## config.mk

```make
export PLATFORM = sky130hd
export DESIGN_NAME = timer_ctrl
export DESIGN_NICKNAME = d
export VERILOG_FILES = /design/src/rtl/timer_ctrl_pkg.sv /design/src/rtl/timer_ctrl_cnt.sv /design/src/rtl/timer_ctrl.sv
export SDC_FILE = /design/constraint.sdc
export NUM_CORES = 1
export LEC_CHECK = 0
export CAP_MARGIN = 30
export CORE_ASPECT_RATIO = 0.75
export CORE_MARGIN = 3
export CORE_UTILIZATION = 39
export DETAILED_ROUTE_END_ITERATION = 8
export SLEW_MARGIN = 20
export SYNTH_ARGS = -nofsm -noshare
export SYNTH_HDL_FRONTEND = slang
export SYNTH_SLANG_ARGS = --single-unit
```

## constraint.sdc

```tcl
create_clock -name clk_i -period 2.2 [get_ports clk_i]
set_clock_uncertainty 0.1 [all_clocks]
set_input_delay 0.44 -clock clk_i [delete_from_list [all_inputs] [get_ports clk_i]]
set_output_delay 0.44 -clock clk_i [all_outputs]
set_load 0.1 [all_outputs]
```

## src/rtl/timer_ctrl_pkg.sv

```systemverilog
// Shared types for the command-driven timer controller.
// Holds the command opcode and FSM state encodings plus a legality helper.
// No logic; imported by timer_ctrl and timer_ctrl_cnt.
package timer_ctrl_pkg;

    localparam int OP_W = 2;
    localparam int ST_W = 2;

    typedef enum logic [OP_W-1:0] {
        OP_START  = 2'd0,
        OP_PAUSE  = 2'd1,
        OP_RESUME = 2'd2,
        OP_STOP   = 2'd3
    } op_e;

    typedef enum logic [ST_W-1:0] {
        ST_IDLE  = 2'd0,
        ST_RUN   = 2'd1,
        ST_PAUSE = 2'd2,
        ST_DONE  = 2'd3
    } state_e;

    // START and STOP are legal anywhere (STOP in IDLE is a silent no-op);
    // PAUSE only makes sense while running, RESUME only while paused.
    function automatic logic op_legal(input op_e op, input state_e st);
        logic ok;
        ok = 1'b0;
        case (op)
            OP_START:  ok = 1'b1;
            OP_PAUSE:  ok = (st == ST_RUN);
            OP_RESUME: ok = (st == ST_PAUSE);
            OP_STOP:   ok = 1'b1;
            default:   ok = 1'b0;
        endcase
        return ok;
    endfunction

endpackage

```

## src/rtl/timer_ctrl_cnt.sv

```systemverilog
// Purpose: W-bit up-counter with synchronous reset, clear and enable.
// Latency: clr_i/en_i take effect on the next clk_i edge; q_o is a flop.
// Backpressure: none; the controller decides every cycle whether to step.
module timer_ctrl_cnt
    import timer_ctrl_pkg::*;
#(
    parameter int W = 8
) (
    input  logic         clk_i,
    input  logic         rst_i,
    input  logic         clr_i,
    input  logic         en_i,
    output logic [W-1:0] q_o
);

    // Clear wins over increment. Wrap at the terminal value is commanded by
    // the controller through clr_i, so the natural 2^W rollover is never the
    // mechanism that returns the count to zero.
    always_ff @(posedge clk_i) begin
        if (rst_i || clr_i) begin
            q_o <= '0;
        end else if (en_i) begin
            q_o <= q_o + W'(1);
        end
    end

endmodule

```

## src/rtl/timer_ctrl.sv

```systemverilog
// Purpose: command FSM sequencing a prescaled up-counter into a periodic/one-shot timer.
// Latency: a command accepted at cycle N is visible on all registered outputs at N+1.
// Backpressure: cmd_ready_o drops only while rst_i is high; commands are never queued.
module timer_ctrl
    import timer_ctrl_pkg::*;
#(
    parameter int DW  = 8,
    parameter int PSW = 4
) (
    input  logic           clk_i,
    input  logic           rst_i,
    input  logic           cmd_valid_i,
    output logic           cmd_ready_o,
    input  logic [1:0]     cmd_op_i,
    input  logic [DW-1:0]  cmd_period_i,
    input  logic [PSW-1:0] cmd_presc_i,
    input  logic           cmd_oneshot_i,
    output logic [DW-1:0]  count_o,
    output logic           tick_o,
    output logic           busy_o,
    output logic           done_o,
    output logic           err_o
);

    state_e         state_q, state_d;
    op_e            cmd_op;
    logic           cmd_acc;

    logic [DW-1:0]  period_q;
    logic [PSW-1:0] presc_q;
    logic           oneshot_q;
    logic           load_cfg;

    logic [DW-1:0]  cnt_q;
    logic [PSW-1:0] psc_q;
    logic           cnt_clr, cnt_en;
    logic           psc_clr, psc_en;

    logic           tick_q, tick_d;
    logic           done_q, done_d;
    logic           err_q,  err_d;

    assign cmd_ready_o = ~rst_i;
    assign cmd_acc     = cmd_valid_i & cmd_ready_o;
    assign cmd_op      = op_e'(cmd_op_i);

    // Main count: steps once per prescaler rollover, cleared at terminal count.
    timer_ctrl_cnt #(.W(DW)) u_cnt (
        .clk_i (clk_i),
        .rst_i (rst_i),
        .clr_i (cnt_clr),
        .en_i  (cnt_en),
        .q_o   (cnt_q)
    );

    // Prescaler: counts 0..PS, one counter step per PS+1 RUN cycles.
    timer_ctrl_cnt #(.W(PSW)) u_psc (
        .clk_i (clk_i),
        .rst_i (rst_i),
        .clr_i (psc_clr),
        .en_i  (psc_en),
        .q_o   (psc_q)
    );

    // FSM state register.
    always_ff @(posedge clk_i) begin
        if (rst_i) begin
            state_q <= ST_IDLE;
        end else begin
            state_q <= state_d;
        end
    end

    // Period, prescale and mode are captured only when START is accepted.
    always_ff @(posedge clk_i) begin
        if (rst_i) begin
            period_q  <= '0;
            presc_q   <= '0;
            oneshot_q <= 1'b0;
        end else if (load_cfg) begin
            period_q  <= cmd_period_i;
            presc_q   <= cmd_presc_i;
            oneshot_q <= cmd_oneshot_i;
        end
    end

    // Registered status outputs.
    always_ff @(posedge clk_i) begin
        if (rst_i) begin
            tick_q <= 1'b0;
            done_q <= 1'b0;
            err_q  <= 1'b0;
        end else begin
            tick_q <= tick_d;
            done_q <= done_d;
            err_q  <= err_d;
        end
    end

    // Next state and counter controls. An accepted command always takes
    // priority over the RUN-state step, so a terminal step coinciding with a
    // command is dropped along with its tick; a PAUSE in that cycle leaves
    // count == P and prescaler == PS, making the first RUN cycle after RESUME
    // the terminal step.
    always_comb begin
        state_d  = state_q;
        load_cfg = 1'b0;
        cnt_clr  = 1'b0;
        cnt_en   = 1'b0;
        psc_clr  = 1'b0;
        psc_en   = 1'b0;
        tick_d   = 1'b0;
        done_d   = done_q;
        err_d    = 1'b0;

        if (cmd_acc) begin
            if (!op_legal(cmd_op, state_q)) begin
                err_d = 1'b1;
            end else begin
                case (cmd_op)
                    OP_START: begin
                        load_cfg = 1'b1;
                        cnt_clr  = 1'b1;
                        psc_clr  = 1'b1;
                        done_d   = 1'b0;
                        state_d  = ST_RUN;
                    end
                    OP_PAUSE: begin
                        state_d = ST_PAUSE;
                    end
                    OP_RESUME: begin
                        state_d = ST_RUN;
                    end
                    OP_STOP: begin
                        if (state_q != ST_IDLE) begin
                            cnt_clr = 1'b1;
                            psc_clr = 1'b1;
                            done_d  = 1'b0;
                            state_d = ST_IDLE;
                        end
                    end
                    default: begin
                        err_d = 1'b1;
                    end
                endcase
            end
        end else if (state_q == ST_RUN) begin
            if (psc_q == presc_q) begin
                psc_clr = 1'b1;
                if (cnt_q == period_q) begin
                    cnt_clr = 1'b1;
                    tick_d  = 1'b1;
                    if (oneshot_q) begin
                        state_d = ST_DONE;
                        done_d  = 1'b1;
                    end
                end else begin
                    cnt_en = 1'b1;
                end
            end else begin
                psc_en = 1'b1;
            end
        end
    end

    assign count_o = cnt_q;
    assign tick_o  = tick_q;
    assign done_o  = done_q;
    assign err_o   = err_q;
    assign busy_o  = (state_q == ST_RUN) || (state_q == ST_PAUSE);

endmodule

```

-- Word level (Yosys, flattened, before mapping)
Index checks and enable logic that the tools add are counted.
- bits in registers: 30
- input bits: 18
- output and inout bits: 13
- add/sub/neg operators: 2
- equal/unequal tests: 10
- multiplexer cells: 39
- bitwise operators: 3
- reductions and logical operators: 15
- operators with widths (operator ; count):
    1-bit 2-to-1 mux ; 28
    2-bit 2-to-1 mux ; 7
    2-bit nonzero test ; 5
    8-bit by 1-bit adder with 8-bit output, second input constant ; 1
    8-bit equality test ; 1
    2-bit OR reduction ; 4
    7-bit AND reduction ; 1
    2-bit equality test, second input constant ; 3
    2-bit one-hot mux with 3 select lines ; 1
    6-bit AND reduction ; 1
    4-bit by 1-bit adder with 4-bit output, second input constant ; 1
    2-bit by 1-bit equality test with 1-bit output, second input constant ; 2
    4-bit equality test ; 1
    1-bit one-hot mux with 2 select lines ; 2
    1-bit logical OR ; 3
    3-bit by 1-bit != test with 1-bit output, second input constant ; 1
    3-bit != test, second input constant ; 1
    1-bit one-hot mux with 3 select lines ; 1
    2-bit zero test ; 1
    2-bit by 1-bit != test with 1-bit output, second input constant ; 1
    1-bit NOT ; 2
    1-bit AND ; 1

-- Depth between registers and ports, before layout
- depth after elaboration: 7
- mapped depth: 7
- mapped depth without buffers: 7

-- By module
A second synthesis with hierarchy kept.
- cells, all modules: 180
- area total of the unflattened synthesis: 1549.0 um2
- modules (own cells, without submodules) (module ; times used ; cells an instance ; area each (um2) ; sequential area each (um2)):
    timer_ctrl ; 1 ; 125 ; 1026.0 ; 360.3
    timer_ctrl_cnt at u_cnt ; 1 ; 38 ; 345.3 ; 160.2
    timer_ctrl_cnt at u_psc ; 1 ; 17 ; 177.7 ; 80.1

-- Least setup slack after synthesis
No wires, ideal clock.
- path kind: register -> register
- start point: reg u_cnt.q_o[3]
- end point: reg done_q (netlist: done_o)
- library setup time: 0.122 ns
- arrival time: 2.371 ns
- data required time: 1.978 ns
- path slack: -0.393 ns
- stages on the path, launching flop included: 6
- period minus slack after synthesis: 2.593 ns
- cells stage by stage: dfxtp_1 > xnor2_1 > nand4_1 > or4_4 > and2_4 > a221o_1
- longest elaborated chain between the ends: 3
- ends and longest elaborated chain (what ; line ; source):
    from (decl) ; timer_ctrl_cnt.sv:13 ; output logic [W-1:0] q_o
    from (signal assigned) ; timer_ctrl_cnt.sv:23 ; q_o <= q_o + W'(1);
    8-bit equality test ; timer_ctrl.sv:150 ; if (cnt_q == period_q) begin
    2-bit nonzero test (no line) ; n/a ;
    7-bit AND reduction (no line) ; n/a ;
    to (signal assigned) ; timer_ctrl.sv:95 ; done_q <= done_d;
    to (decl) ; timer_ctrl.sv:40 ; logic done_q, done_d;
Every way passes these cells.
A chain may end at the register's enable or synchronous reset.

-- Worst setup path in the final report
- start point: in cmd_op_i[0]
- end point: reg done_q (netlist: done_o)
- longest elaborated chain between the ends: 6
- elaborated cells between the ends (all ways): 14
- those cells by class: eq/ne (6); mux (5); reduce/logical (3)
- ends and longest elaborated chain (what ; line ; source):
    from (decl) ; timer_ctrl.sv:14 ; input logic [1:0] cmd_op_i,
    2-bit equality test or 2-bit zero test (tied branches) ; timer_ctrl_pkg.sv:28, timer_ctrl.sv:120 ;
    2-bit OR reduction (no line) ; n/a ;
    1-bit one-hot mux with 3 select lines ; timer_ctrl_pkg.sv:28 ; case (op)
    1-bit 2-to-1 mux ; timer_ctrl.sv:116 ; if (cmd_acc) begin
    2-bit by 1-bit != test with 1-bit output (no line) ; n/a ;
    7-bit AND reduction (no line) ; n/a ;
Parallel ways exist; a longest one is shown, timed or not. The select of a mux whose other input is x is not followed.

==> impl_metrics.yaml <==
floorplanning:
  die_h_um: 60.89
  die_area_mm2: 0.004821
  core_area_mm2: 0.003756
  ioPinCount: 31
  core.rowCount: 19
  start_util: 0.4171
  die_width_um: 79.18
sta:
  post-route-min-period_ps: 2100
  slew_viol_final: 0
  finalSetupViolations: 0
  holdWs_ps: 369.4
  max_freq_mhz: 476.2
  hold_viol: 0
  fin_crit_sh: 0.9546
  worst_slew_pin_slew_ps: 440.6
  slew_headroom: 0.7063
  tns_ps: 0
logic_synthesis:
  synth_area_mm2: 0.001567
  yosys_warnings: 0
  synth_top_area_cell: "dfxtp_1"
  ys_types: 42
  yosysSeqAreaShare: 0.3834
  synth.area.top_cells: "dfxtp_1 38%, ha_1 8.0%, nand2_1 7.7%"
  synth_nets: 208
  syn_area_per_cell_um2: 8.703
  synth_seq_cells: 30
  netlist_instances: 180
  synth_top_area_frac: 0.3834
detailed_routing:
  wl_um: 3910
  drt-initial-drc-count: 66
  vias_per_cell: 5.050
  ant_nets: 0
  routedWlPerCell_um: 13.96
  drt_pass1_iterations: 4
  routed-via-count: 1414
  drc: 0
job:
  cap_violations: 0
clock_tree:
  cts.reportedPaths.clkPinSlew_ps: 60
  cts_hold_buf: 0
  h-tree-depth: 2
  cts_tree: "done"
  root_buffer: "clkbuf_8"
  numCtsBuffers: 5
  clk_latency_ps: 280
  clkSinkCount: 30
  clock_path_buffers: 2
  post_cts_buffers: 0
placed_design:
  gp_congestion: 0.7836
  io_buffers: 30
  dp_hpwl_um: 3009
worst_setup_path:
  cp_cell_sequence: "clkdlybuf4s50_1 -> inv_1 -> ha_1 -> a31oi_2 -> nand2_2 -> and2_4 -> a221o_1"
  cp-end-kind: "register"
  reg2reg_depth: 5
  arrival_ps: 2160
  worst_path_largest_cell_delay_ps: 520
  cp_num_buf_inv: 2
  regToRegEndpoint: "done_o"
  start_kind: "input port"
  slowest_stage: "clkdlybuf4s50_1"
  path_max_fanout: 3
  r2r_slack_ps: 130
  timing.rr.start: "u_cnt.q_o[3]"
  critical_path_required_ps: 2260
  critical_path_class: "input port to register"
  critical-path-top-delay-family: "buffers and inverters"
finish:
  drive_gt1_frac: 0.2325
  antenna_cells: 0
  mostFrequentLayoutCells: "31 x nand2_1, 25 x buf_4, 22 x dfxtp_1"
  layout_commonest_cell: "nand2_1"
  nets: 256
  syn2layout_area_growth_pct: 36.82
grt:
  grt_pass1_vias: 1373
  track_usage: 0.1776
  use_met2: 0.2578
  grt-ovfl-total: 0
  antenna_found_initial: 0
  grt_pass1_wl_um: 6465
  grtUsageMet1: 0.2498
  top_usage_layer: "met2"
  grt_max_degree: 14
  use_met3: 0.04748
pwr:
  power_density_mw_per_mm2: 574.5
  seqPwrFrac: 0.456
  p_sw_frac: 0.2698
  ir_worst_vdd_uv: 342.4
  p_int_w: 0.0008992
  combPwrFrac: 0.185
  switchingPower_w: 0.0003322
  cellLeakagePower_nw: 0.9149
  clkPwrFrac: 0.359
  total_power_w: 0.001231
hold_path:
  min_to: "period_q[2]"
  min-delay-start: "period_q[2]"
  hold-path-cell-count: 2
  hp-class: "register to register"
run_status:
  status: "completed"
## metal layers
| layer | share of wire | routed length [um] |
|---|---|---|
| met1 | 0.52 | 2015 |
| met2 | 0.44 | 1710 |
| met3 | 0.039 | 153 |
| met4 | 0.0079 | 31 |
| met5 | 0 | 0 |
## sequential cells by signal, indices dropped and copies added, names as in the netlist
register and flops:
state_q 2, oneshot_q 1, presc_q 4, done_o 1, err_o 1, u_psc.q_o 4, tick_o 1, period_q 8
u_cnt.q_o 8
## per-stage QoR
stage / worst slack [ps] / utilization / instances / cell area (um^2)
floorplan: 9.358 / - / 180 / 1592
global placement: -110.3 / 0.5440 / 273 / 2043
detailed placement: -209.8 / 0.5440 / 273 / 2043
CTS: 86.52 / 0.5670 / 280 / 2130
global route: -0.6828 / 0.5706 / 280 / 2143
finish: 99.97 / 0.5706 / 280 / 2143
## worst reg2reg max path: cells and delay by family (launching register included)
family	cells	cell delay, ps
AO/OA/AOI/OAI	1	310
XOR/XNOR	1	190
flip-flops	1	370
AND/OR/NAND/NOR	3	980
## final cells by class
| class | count | area [um^2] |
|---|---|---|
| Clock buffer | 7 | 86.33 |
| Fill cell | 355 | 1613 |
| Inverter | 9 | 33.78 |
| Multi-Input combinational cell | 138 | 934.6 |
| Sequential cell | 30 | 625.6 |
| Tap cell | 52 | 65.06 |
| Timing Repair Buffer | 44 | 397.9 |
## power groups by stage
stage	logic [W]	clock network, W	registers, W
2_1_floorplan	0.000112	0	0.000585
3_3_place_gp	0.000220	0	0.000572
3_5_place_dp	0.000222	0	0.000573
4_1_cts	0.000223	0.000448	0.000561
5_1_grt	0.000246	0.000467	0.000562
6_report	0.000228	0.000442	0.000561
## what timing repair did
item,4_1_cts,5_1_grt
resized for setup,0,3
endpoints found under the setup margin,0,2
hold endpoints to repair,0,0
## cell usage after synthesis (all sizes together)
| library cell | count |
|---|---|
| a221o | 1 |
| nand4 | 4 |
| a2111oi | 1 |
| xor2 | 2 |
| a211oi | 2 |
| nor3 | 1 |
| or2b | 1 |
| o311a | 1 |
| nor3b | 1 |
| clkbuf | 3 |
| and2b | 1 |
| nor2b | 2 |
| mux2i | 2 |
| nand3 | 20 |
| o21ai | 3 |
| and4 | 3 |
| dfxtp | 30 |
| or4 | 3 |
| inv | 8 |
| nor2 | 10 |
| o2111a | 1 |
| or3 | 2 |
| xnor2 | 16 |
| and2 | 3 |
| a21oi | 6 |
| o211ai | 1 |
| nand2 | 32 |
| o41a | 1 |
| o211a | 1 |
| a31oi | 1 |
| ha | 10 |
| o31ai | 2 |
| and3 | 4 |
| clkinv | 1 |
## worst max path at each step
stage | from | to | cells past startpoint
3_3_place_gp | cmd_op_i[0] | state_q[0] | 7
3_5_place_dp | cmd_op_i[0] | state_q[0] | 7
2_1_floorplan | u_cnt.q_o[5] | done_o | 5
5_1_grt | u_cnt.q_o[4] | done_o | 5
4_1_cts | cmd_op_i[0] | state_q[0] | 7
6_report | cmd_op_i[0] | done_o | 7
## cells by family after synthesis
| logic type | count (synthesis) | synth area share |
|---|---|---|
| DFF | 30 | 0.3834 |
| AOI/OAI and AO/OA | 21 | 0.09664 |
| muxes | 2 | 0.01278 |
| xor gates and xnor gates | 18 | 0.1150 |
| adders and majority gates | 10 | 0.07987 |
| buffers and inverters | 12 | 0.02875 |
| and+or+nand+nor | 87 | 0.2836 |
Power figures use the tool's default switching activity.
